## config.mk

```make
export PLATFORM = sky130hd
export DESIGN_NAME = shift_sequencer
export DESIGN_NICKNAME = d
export VERILOG_FILES = /design/src/rtl/shift_pkg.sv /design/src/rtl/shift_step.sv /design/src/rtl/shift_sequencer.sv
export SDC_FILE = /design/constraint.sdc
export NUM_CORES = 1
export LEC_CHECK = 0
export CORE_AREA = 2 2 126 128
export DETAILED_ROUTE_END_ITERATION = 7
export DIE_AREA = 0 0 128 130
export MAX_ROUTING_LAYER = met4
export SLEW_MARGIN = 0
export SYNTH_ARGS = -nofsm -noshare
export SYNTH_HDL_FRONTEND = slang
export SYNTH_SLANG_ARGS = --single-unit
```

## constraint.sdc

```tcl
create_clock -name clk -period 4 [get_ports clk]
set_input_delay 0.4 -clock clk [delete_from_list [all_inputs] [get_ports clk]]
set_output_delay 0.4 -clock clk [all_outputs]
set_load 0.03 [all_outputs]
```

## src/rtl/shift_pkg.sv

```systemverilog
// Shared encodings for the multi-cycle shift sequencer: shift types, FSM states
// and the default per-cycle step width.
package shift_pkg;

  localparam logic [1:0] SH_SLL  = 2'b00;
  localparam logic [1:0] SH_SRL  = 2'b01;
  localparam logic [1:0] SH_SRA  = 2'b10;
  localparam logic [1:0] SH_PASS = 2'b11;

  localparam int STEP_DEFAULT = 8;

  typedef enum logic [1:0] {
    IDLE  = 2'd0,
    SHIFT = 2'd1,
    DONE  = 2'd2
  } state_e;

endpackage

```

## src/rtl/shift_step.sv

```systemverilog
// Narrow combinational shifter: moves 32-bit data by 0..STEP positions per call,
// sign-filling for SRA and passing data through for the pass-through type.
module shift_step
  import shift_pkg::*;
#(
  parameter int STEP = STEP_DEFAULT
) (
  input  logic [31:0]                  data_i,
  input  logic [$clog2(STEP + 1)-1:0] amt_i,
  input  logic [1:0]                   type_i,
  output logic [31:0]                  data_o
);

  always_comb begin
    data_o = data_i;
    case (type_i)
      SH_SLL:  data_o = data_i << amt_i;
      SH_SRL:  data_o = data_i >> amt_i;
      SH_SRA:  data_o = 32'($signed(data_i) >>> amt_i);
      default: data_o = data_i;
    endcase
  end

endmodule

```

## src/rtl/shift_sequencer.sv

```systemverilog
// Multi-cycle SLL/SRL/SRA controller: walks the shift amount down STEP bits per
// cycle through shift_step, with valid/ready handshakes on request and response.
module shift_sequencer
  import shift_pkg::*;
#(
  parameter int STEP = STEP_DEFAULT
) (
  input  logic        clk,
  input  logic        rst,
  input  logic        flush,
  input  logic        req_valid,
  output logic        req_ready,
  input  logic [31:0] a,
  input  logic [31:0] b,
  input  logic [4:0]  shamt,
  input  logic        ALUsrc,
  input  logic [1:0]  sh_type,
  output logic        resp_valid,
  input  logic        resp_ready,
  output logic [31:0] r,
  output logic        busy
);

  localparam int         AW       = $clog2(STEP + 1);
  localparam logic [5:0] STEP_REM = 6'(STEP);

  state_e        state_q;
  logic [31:0]   acc_q;
  logic [5:0]    rem_q;
  logic [1:0]    type_q;

  logic [5:0]    rem_init_d;
  logic [5:0]    rem_d;
  logic [AW-1:0] step_d;
  logic [31:0]   acc_d;

  // Only the low five bits of the register amount are meaningful.
  logic unused_b;
  assign unused_b = ^b[31:5];

  always_comb begin
    rem_init_d = {1'b0, (ALUsrc ? shamt : b[4:0])};
    if (sh_type == SH_PASS) rem_init_d = '0;
  end

  assign step_d = (rem_q < STEP_REM) ? rem_q[AW-1:0] : AW'(STEP);
  assign rem_d  = rem_q - 6'(step_d);

  shift_step #(
    .STEP (STEP)
  ) u_step (
    .data_i (acc_q),
    .amt_i  (step_d),
    .type_i (type_q),
    .data_o (acc_d)
  );

  always_ff @(posedge clk) begin
    if (rst) begin
      state_q <= IDLE;
      acc_q   <= '0;
      rem_q   <= '0;
    end else if (flush) begin
      state_q <= IDLE;
      acc_q   <= '0;
      rem_q   <= '0;
    end else begin
      case (state_q)
        IDLE: begin
          if (req_valid) begin
            acc_q   <= a;
            type_q  <= sh_type;
            rem_q   <= rem_init_d;
            state_q <= (rem_init_d == 6'd0) ? DONE : SHIFT;
          end
        end
        SHIFT: begin
          acc_q <= acc_d;
          rem_q <= rem_d;
          if (rem_d == 6'd0) state_q <= DONE;
        end
        DONE: begin
          // Hold the result until the consumer takes it.
          if (resp_ready) state_q <= IDLE;
        end
        default: state_q <= IDLE;
      endcase
    end
  end

  assign req_ready  = (state_q == IDLE);
  assign resp_valid = (state_q == DONE);
  assign busy       = (state_q != IDLE);
  assign r          = acc_q;

endmodule

```

# Word level (Yosys, flattened, before mapping)

Cells that the tools add are included.

Add/sub/neg operators: 1
Order comparisons: 1
Eq/ne operators: 9
Shift operators: 3
Mux-type cells: 13
Bitwise gates (word level): 2
Reductions and logical operators: 11

Operators with widths:

| cell                 | count |
|---|---|
| $pmux W32 S3         | 1 |
| $pmux W32 S2         | 1 |
| $mux W32             | 1 |
| $shl A32 B4 Y32      | 1 |
| $shr A32 B4 Y32      | 1 |
| $sshr A32 B4 Y32     | 1 |
| $logic_not A6 Y1     | 2 |
| $pmux W6 S2          | 1 |
| $mux W5              | 2 |
| $mux W2              | 4 |
| $eq A2 B2 Y1 const B | 3 |
| $lt A6 B4 Y1 const B | 1 |
| $mux W6              | 1 |
| $pmux W2 S3          | 1 |
| $reduce_and A3 Y1    | 2 |
| $sub A6 B4 Y6        | 1 |
| $eq A2 B1 Y1 const B | 2 |
| $logic_not A2 Y1     | 2 |
| $mux W4              | 1 |
| $ne A2 B2 Y1 const B | 2 |
| $ne A4 B1 Y1 const B | 1 |
| $reduce_and A4 Y1    | 1 |
| $reduce_bool A2 Y1   | 2 |
| $ne A2 B1 Y1 const B | 1 |
| 3 further kinds      | 4 |

Register bits after elaboration: 42
Input bits: 77
Output and inout port bits: 35
Logic and storage cells: 44

# Longest topological paths before layout

Word-level depth: 6
Mapped depth: 11
Depth with buffers taken out: 8

# Modules after synthesis

Synthesis repeated with hierarchy kept, for this count alone.

Cells, all modules: 719
Area total of the unflattened synthesis: 6112.1 um^2

Modules (own cells, without submodules):

| module          | instances | cells each | area each (um^2) | sequential area each (um^2) |
|---|---|---|---|---|
| shift_step      | 1         | 467        | 3867.5           | 0.0 |
| shift_sequencer | 1         | 252        | 2244.7           | 860.8 |

# Least setup slack after synthesis

OpenSTA, ideal clock, no wires.

Kind: flip-flop to flip-flop
Start: register rem_q[3]
End: register acc_q[30] (netlist: r[30])
Library setup time: 0.101 ns
Data arrival time: 2.123 ns
Data required time: 3.899 ns
Setup slack: 1.776 ns
Stages on the path, launching flop included: 10
Buffers on the path: 3
Period minus slack after synthesis: 2.224 ns
Cells stage by stage: dfxtp_1 -> buf_6 -> or4b_4 -> buf_6 -> buf_6 -> mux2i_1 -> mux2_2 -> a21oi_1 -> a21oi_1 -> o41ai_1

Word-level cells in the longest chain between the ends: 5
Elaborated cells between the ends (all ways): 7
Those cells by class: order compare (1); shift (3); mux (3)

Ends and longest elaborated chain:

| item                                           | RTL line              | text |
|---|---|---|
| from (decl)                                    | shift_sequencer.sv:29 | `logic [5:0] rem_q;` |
| from (signal assigned)                         | shift_sequencer.sv:73 | `rem_q <= rem_init_d;` |
| from (signal assigned)                         | shift_sequencer.sv:79 | `rem_q <= rem_d;` |
| $lt A6 B4 Y1                                   | shift_sequencer.sv:46 | `assign step_d = (rem_q < STEP_REM) ? rem_q[AW-1:0] : AW'(STEP);` |
| $mux W4 (*)                                    | shift_sequencer.sv:46 |  |
| $sshr A32 B4 Y32, or another cell as far along | shift_step.sv:19      | `SH_SRA: data_o = 32'($signed(data_i) >>> amt_i);` |
| $pmux W32 S3 (*)                               | shift_step.sv:16      | `case (type_i)` |
| $pmux W32 S2 (*)                               | shift_sequencer.sv:68 | `case (state_q)` |
| to (signal assigned)                           | shift_sequencer.sv:65 | `acc_q <= '0;` |
| to (signal assigned)                           | shift_sequencer.sv:71 | `acc_q <= a;` |
| to (signal assigned)                           | shift_sequencer.sv:78 | `acc_q <= acc_d;` |
| to (decl)                                      | shift_sequencer.sv:28 | `logic [31:0] acc_q;` |

Every way passes the cells marked *; elsewhere a longest branch is shown, timed or not.
A chain may end at the register's enable or synchronous reset.

# Worst setup path after layout

Start: register rem_q[3]
End: register acc_q[22] (netlist: r[22])

The elaborated chain is that of the path after synthesis.

==> flow_metrics.py <==
metrics = {
    "synthesis": {
        "synth_top_family_by_area": "compound AO/OA/AOI/OAI gates",
        "synth_compound_area_frac": 0.340,
        "synth_mux_area_frac": 0.178,
        "syn_inst": 809,
        "ys_seq_area_frac": 0.150,
        "synth_xor_area_frac": 0,
        "synth_top_area_cell": "dfxtp_1",
        "synth.top_cells.by_count": "78 x nand2_1, 76 x mux2i_1, 69 x a21oi_1",
        "ys_types": 72,
        "synth_edf_count": 2,
        "synth_top_area_share": 0.140,
        "syn_area_per_cell_um2": 7.08,
        "ys.flop_type": "dfxtp_1",
        "synthSimpleGateAreaFrac": 0.235,
        "async_flop_share": 0,
        "syn_area_um2": 5730,
        "yosysMostFrequentCell": "nand2_1",
        "synth_area_leaders": "dfxtp_1 14%, mux2i_1 13%, a21oi_1 6.0%, nand2_1 5.1%, clkbuf_1 4.0%",
        "synth_nets": 889,
        "ys_ff_latch": 42,
        "synthAdderAreaFrac": 0.00655,
        "ys_warn_count": 0,
    },
    "critical_path": {
        "critPathMaxStageDelay_ns": 1.09,
        "regToRegSetupSlack_ns": 0.87,
        "crit_path_top_delay_cell": "or4b_2",
        "r2r_end": "r[22]",
        "path_cells": "or4b_2 -> buf_4 -> nor3_1 -> a311oi_1 -> mux2_2 -> a221oi_1 -> nor4_1",
        "r2r_cells": 7,
        "critPathMaxFanout": 17,
        "start_kind": "flop",
        "worstSetupPathType": "flop to flop",
        "regToRegStartpoint": "rem_q[3]",
        "critical_path_arrival_ns": 3.32,
        "worstPathRequired_ns": 4.19,
        "end_kind": "flop",
    },
    "drt": {
        "wl_per_cell_um": 25.2,
        "num_vias": 6964,
        "drc": 0,
        "ant_nets": 0,
        "first_pass_iters": 8,
        "wirelength_um": 25700,
        "dr.first_iter.drc_count": 983,
        "via_per_inst": 6.81,
    },
    "placed_design": {
        "dp_slack_ns": 0.976,
        "gp_congestion": 0.976,
        "dp_hpwl_um": 17600,
        "io_buffers": 84,
        "dp_cells": 1015,
    },
    "timing": {
        "finalHoldViolations": 0,
        "setup_slack_ns": 0.870,
        "worst_hold_slack_ns": 0.596,
        "slew_headroom": 0.474,
        "fin_skew_ns": 0.0127,
        "fin_crit_ns": 3.13,
        "drv_slew": 0,
        "tightestPinTransition_ns": 0.789,
        "fmax_mhz": 319,
        "setup_violations": 0,
        "final.period_utilization": 0.783,
        "final.setup.tns_ns": 0,
        "rsz0062_at_grt": "no",
    },
    "clock_tree": {
        "cts_buffer_depth": 2,
        "clkSlewWorstSetupHoldPaths_ns": 0.07,
        "htree_levels": 2,
        "tritoncts": "yes",
        "ctsRootBufferMaster": "clkbuf_16",
        "cts_setup_buffers": 0,
        "post_cts_resized": 0,
        "cts_buffers": 5,
        "clock-sinks": 42,
        "clkLatencyLatePin_ns": 0.31,
        "ctsHoldBuffers": 0,
    },
    "layout": {
        "fin_nets": 910,
        "fillCellCount": 1628,
        "final_cells": 1023,
        "syn2layout_area_growth_pct": 17.7,
        "antennaDiodeCount": 0,
        "layout.core_utilization": 0.437,
        "layout-drive-gt1-share": 0.0975,
    },
    "die": {
        "rows": 46,
        "core_area_um2": 15400,
        "pin_count": 112,
        "die_h_um": 130,
        "dieArea_um2": 16600,
        "die_x_um": 128,
        "start_util": 0.371,
    },
    "grt": {
        "grt_pass1_vias": 6431,
        "grt_max_degree": 45,
        "grt_pass1_wl_um": 39000,
        "grt_overflow": 0,
        "grt.total_usage": 0.314,
        "antenna_found_initial": 0,
    },
    "power_and_ir_drop": {
        "p_int_mw": 0.907,
        "clockPowerShare": 0.296,
        "netSwitchingFraction": 0.413,
        "pwr-share-seq": 0.328,
        "power_leakage_nw": 2.48,
        "ir_worst_vdd_mv": 0.152,
        "p_comb_frac": 0.376,
        "p_per_area_nw_per_um2": 229,
        "p_sw_mw": 0.639,
    },
    "min_path": {
        "hold_path_class": "flop to flop",
        "hold_depth": 2,
        "hp-start": "r[1]",
        "min_to": "r[1]",
    },
    "run_status": {
        "outcome": "finished clean",
    },
    "flow_run": {
        "drv_cap": 0,
    },
}
## layout make-up
type,count,area [um^2],area share
clock inverters,3,25.0,0.00371
well taps,192,240,0.0357
inverters,9,33.8,0.00501
multi-input cells,656,4360,0.647
flip-flops and latches,42,861,0.128
clock buffers,5,125,0.0186
repair buffers,116,1090,0.162
## sequential cells by signal, indices dropped and copies added (netlist names)
name,count
r,32
rem_q,6
state_q,2
type_q,2
## metrics by stage
stage	area (um^2)	power, mW
after floorplan	5730	0.845
after global placement	6590	1.08
after detailed placement	6590	1.07
after CTS	6740	1.53
after global routing	6740	1.60
final	6740	1.55
## per-layer routing
metal / GRT usage / vias to the layer above / wire length (um)
met5: - / - / 0
met4: 0.124 / 0 / 957
met3: 0.0722 / 79 / 3170
met2: 0.444 / 495 / 10800
met1: 0.432 / 3264 / 10800
li1: - / 3126 / -
## worst max-delay path by stage
stage             start    end  cells past startpoint
2_1_floorplan  rem_q[3]  r[30]                      9
3_5_place_dp   rem_q[3]  r[22]                      7
3_3_place_gp   rem_q[3]  r[22]                      7
6_report       rem_q[3]  r[22]                      7
5_1_grt        rem_q[3]  r[24]                      7
4_1_cts        rem_q[3]  r[22]                      7
## power groups by stage
stage          sequential (mW)  clock, mW  combinational, mW
6_report                 0.507      0.458              0.580
5_1_grt                  0.509      0.476              0.614
4_1_cts                  0.502      0.464              0.564
3_5_place_dp             0.512          0              0.562
3_3_place_gp             0.514          0              0.562
2_1_floorplan            0.500          0              0.345
## placed cells by master, fill, tap and decap left out, drive strengths merged, types with 7 or more instances in the layout
master,count
a31oi,14
mux2i,77
clkdlybuf4s50,84
o21ai,49
nor3,28
a221oi,10
a22oi,14
a32oi,7
nor2,61
or3,10
mux2,15
a211oi,23
nand3,32
nor4,7
a21o,8
and2,7
a21oi,69
nand2,78
inv,9
nor2b,10
buf,32
o211ai,15
o22ai,10
dfxtp,40
and3,9
## critical path: cells and delay by family, from the launching register on
kind            cells  cell delay, ns
compound gates      2            0.50
buf+inv             1            0.34
flops               1            0.52
mux                 1            0.31
simple gates        3            1.32
## cells by family (layout without fill, tap and decap cells)
kind of cell / after synthesis / after routing
flip-flops: 42 / 42
buffers and inverters: 111 / 133
multiplexers: 95 / 95
adder cells (fa/ha/maj): 3 / 3
AO/OA/AOI/OAI: 287 / 287
AND/OR/NAND/NOR: 271 / 271
(Power assumes the default switching activity.)
==> variant: new RTL, same flow settings <==
`STEP_DEFAULT`: 8 -> 4.
--- a/src/rtl/shift_pkg.sv
+++ b/src/rtl/shift_pkg.sv
@@ -7,7 +7,7 @@
   localparam logic [1:0] SH_SRA  = 2'b10;
   localparam logic [1:0] SH_PASS = 2'b11;
 
-  localparam int STEP_DEFAULT = 8;
+  localparam int STEP_DEFAULT = 4;
 
   typedef enum logic [1:0] {
     IDLE  = 2'd0,
Function: changed (Yosys sat finds a counterexample within 4 cycles, from zero or initial values).
==> variant against the original RTL <==
  * Design area down 15%
  * Setup slack better by 0.17 ns
  * Via count down 19%
  * Wire length down 27%
  * Global-route usage down 8.8 points
  * Sequential power down 1%
  * Non-clock buffer count down 11
  * Sequential cell count unchanged
  * Highest routed layer unchanged
  * Power down 0.78%
  * Largest power group unchanged
  * Critical path type unchanged
  * Area after synthesis down 19%
==> variant: results (changes against the original RTL) <==
Ys Warns=0 (unchanged); post-synthesis sequential area ratio=0.1850 (+0.03473); largest net degree at the start of global routing=54 (+20%); Pre-antenna DRT Iters=8 (unchanged); post-cts resize count=0 (unchanged); Avg WL per Cell=21.51 um (-14%); HP Class=reg2reg; post-CTS setup buffers=0 (unchanged); share of cells above drive strength 1=0.08542 (-0.01205); prevailing post-synth register cell=dfxtp_1; clock root cell=clkbuf_16; total track usage=0.2262 (-0.08777); Layout Skew=0.007232 ns (-0.005441 ns); distinct cell type count after synthesis=64 (-11%); VDD IR max=0.1505 mV (-0.76%); Switching Fraction=0.3802 (-0.03311); adder-cell share of the synthesized area=0.008069 (+0.001514); vias in the first global route=5146 (-20%); syn_nets=730 (-18%); drt initial violations=776 (-21%); status=finished clean; largest cells by area after synthesis=dfxtp_1, a21oi_1, mux2i_1; Clock Path Buffers=2 (unchanged); Pleak=1.857 nW (-25%); synth cell count leaders=a21oi_1, clkbuf_1, nor2_1; Largest register FFs=32 (unchanged); Clock Latency Late Sink=0.31 ns (about the same); via count=5629 (-19%); mux contribution to synthesized area=0.1280 (-0.05004); HPWL after DPL=12.15 mm (-31%); Synth Area in Compound Gates=0.3722 (+0.03228); Routability Congestion=0.9077 (-7.0%); first-pass GRT wire length=29.06 mm (-25%); Rel. slew slack=0.3855 (-0.08853); H-tree levels=2 (unchanged); crit-path max FO=44 (+27); Diodes inserted=0 (unchanged); I/O Buffers=84 (unchanged); Final nets=758 (-17%); Post-synth EDFFs=2 (unchanged)
==> variant: changes by cell type after synthesis, sizes merged, moves of 6 or more <==
cell and delta:
mux2i -49, nand2 -22, nand3 -17, buf -14, a22oi -11, mux2 -11, mux4 +9, o211ai +7
o22ai -7, a21oi -6, a221oi +6, a32oi -6
==> variant: path summary, 6_finish.rpt <==
| path | cells past startpoint | from | slack (ns) | end |
|---|---|---|---|---|
| worst max-delay path | 7 | rem_q[2] | 1.04 | r[19] |
| worst min-delay path | 1 | rem_q[5] | 0.56 | rem_q[5] |
| worst max register to register | 7 | rem_q[2] | 1.04 | r[19] |
| worst min register to register | 1 | rem_q[5] | 0.56 | rem_q[5] |
==> variant: cell type report <==
type                            count  area [um2]
Clock buffer                        5       125.1
Clock inverter                      3       45.04
Fill cell                        1575        9717
Inverter                           11       41.29
Multi-Input combinational cell    513        3395
Sequential cell                    42       863.3
Tap cell                          192       240.2
Timing Repair Buffer              105       998.5
==> variant: per-stage QoR <==
| step | hold WS [ns] | instance area [um2] | instances | power [mW] | setup WS, ns |
|---|---|---|---|---|---|
| floorplan | 0.4989 | 4652 | 650 | 0.8354 | 1.767 |
| global placement | 0.5275 | 5538 | 863 | 1.027 | 1.173 |
| detailed placement | 0.5436 | 5538 | 863 | 1.033 | 1.120 |
| CTS | 0.5579 | 5708 | 871 | 1.536 | 1.096 |
| global route | 0.5707 | 5708 | 871 | 1.604 | 0.9793 |
| finish | 0.5575 | 5708 | 871 | 1.533 | 1.036 |
==> variant: worst max-delay path, cell delays in order, from the launching register on <==
cell	delay [ns]
dfxtp_1	0.40
or4_4	0.85
nor2_1	0.63
buf_4	0.28
o2111ai_1	0.11
o311ai_0	0.13
a21oi_1	0.11
a221oi_1	0.31
==> variant: metal layers <==
layer | track usage | vias to the layer above | routed length [um]
met4 | 0.07175 | 0 | 441
met5 | - | - | 0
met3 | 0.04633 | 39 | 1609
met2 | 0.3492 | 331 | 8678
met1 | 0.2980 | 2702 | 8011
li1 | - | 2557 | -
==> variant: cell families after synthesis <==
kind of cell             after synthesis
AO/OA/AOI/OAI                        258
AND/OR/NAND/NOR                      208
buffers and inverters                 95
multiplexers                          44
flip-flops                            42
adder cells (fa/ha/maj)                3
==> variant: power by group through the flow <==
stage	clock, mW	combinational (mW)	sequential [mW]
2_1_floorplan	0	0.330	0.505
3_3_place_gp	0	0.518	0.509
3_5_place_dp	0	0.523	0.510
4_1_cts	0.510	0.526	0.500
5_1_grt	0.523	0.575	0.506
6_report	0.497	0.533	0.502
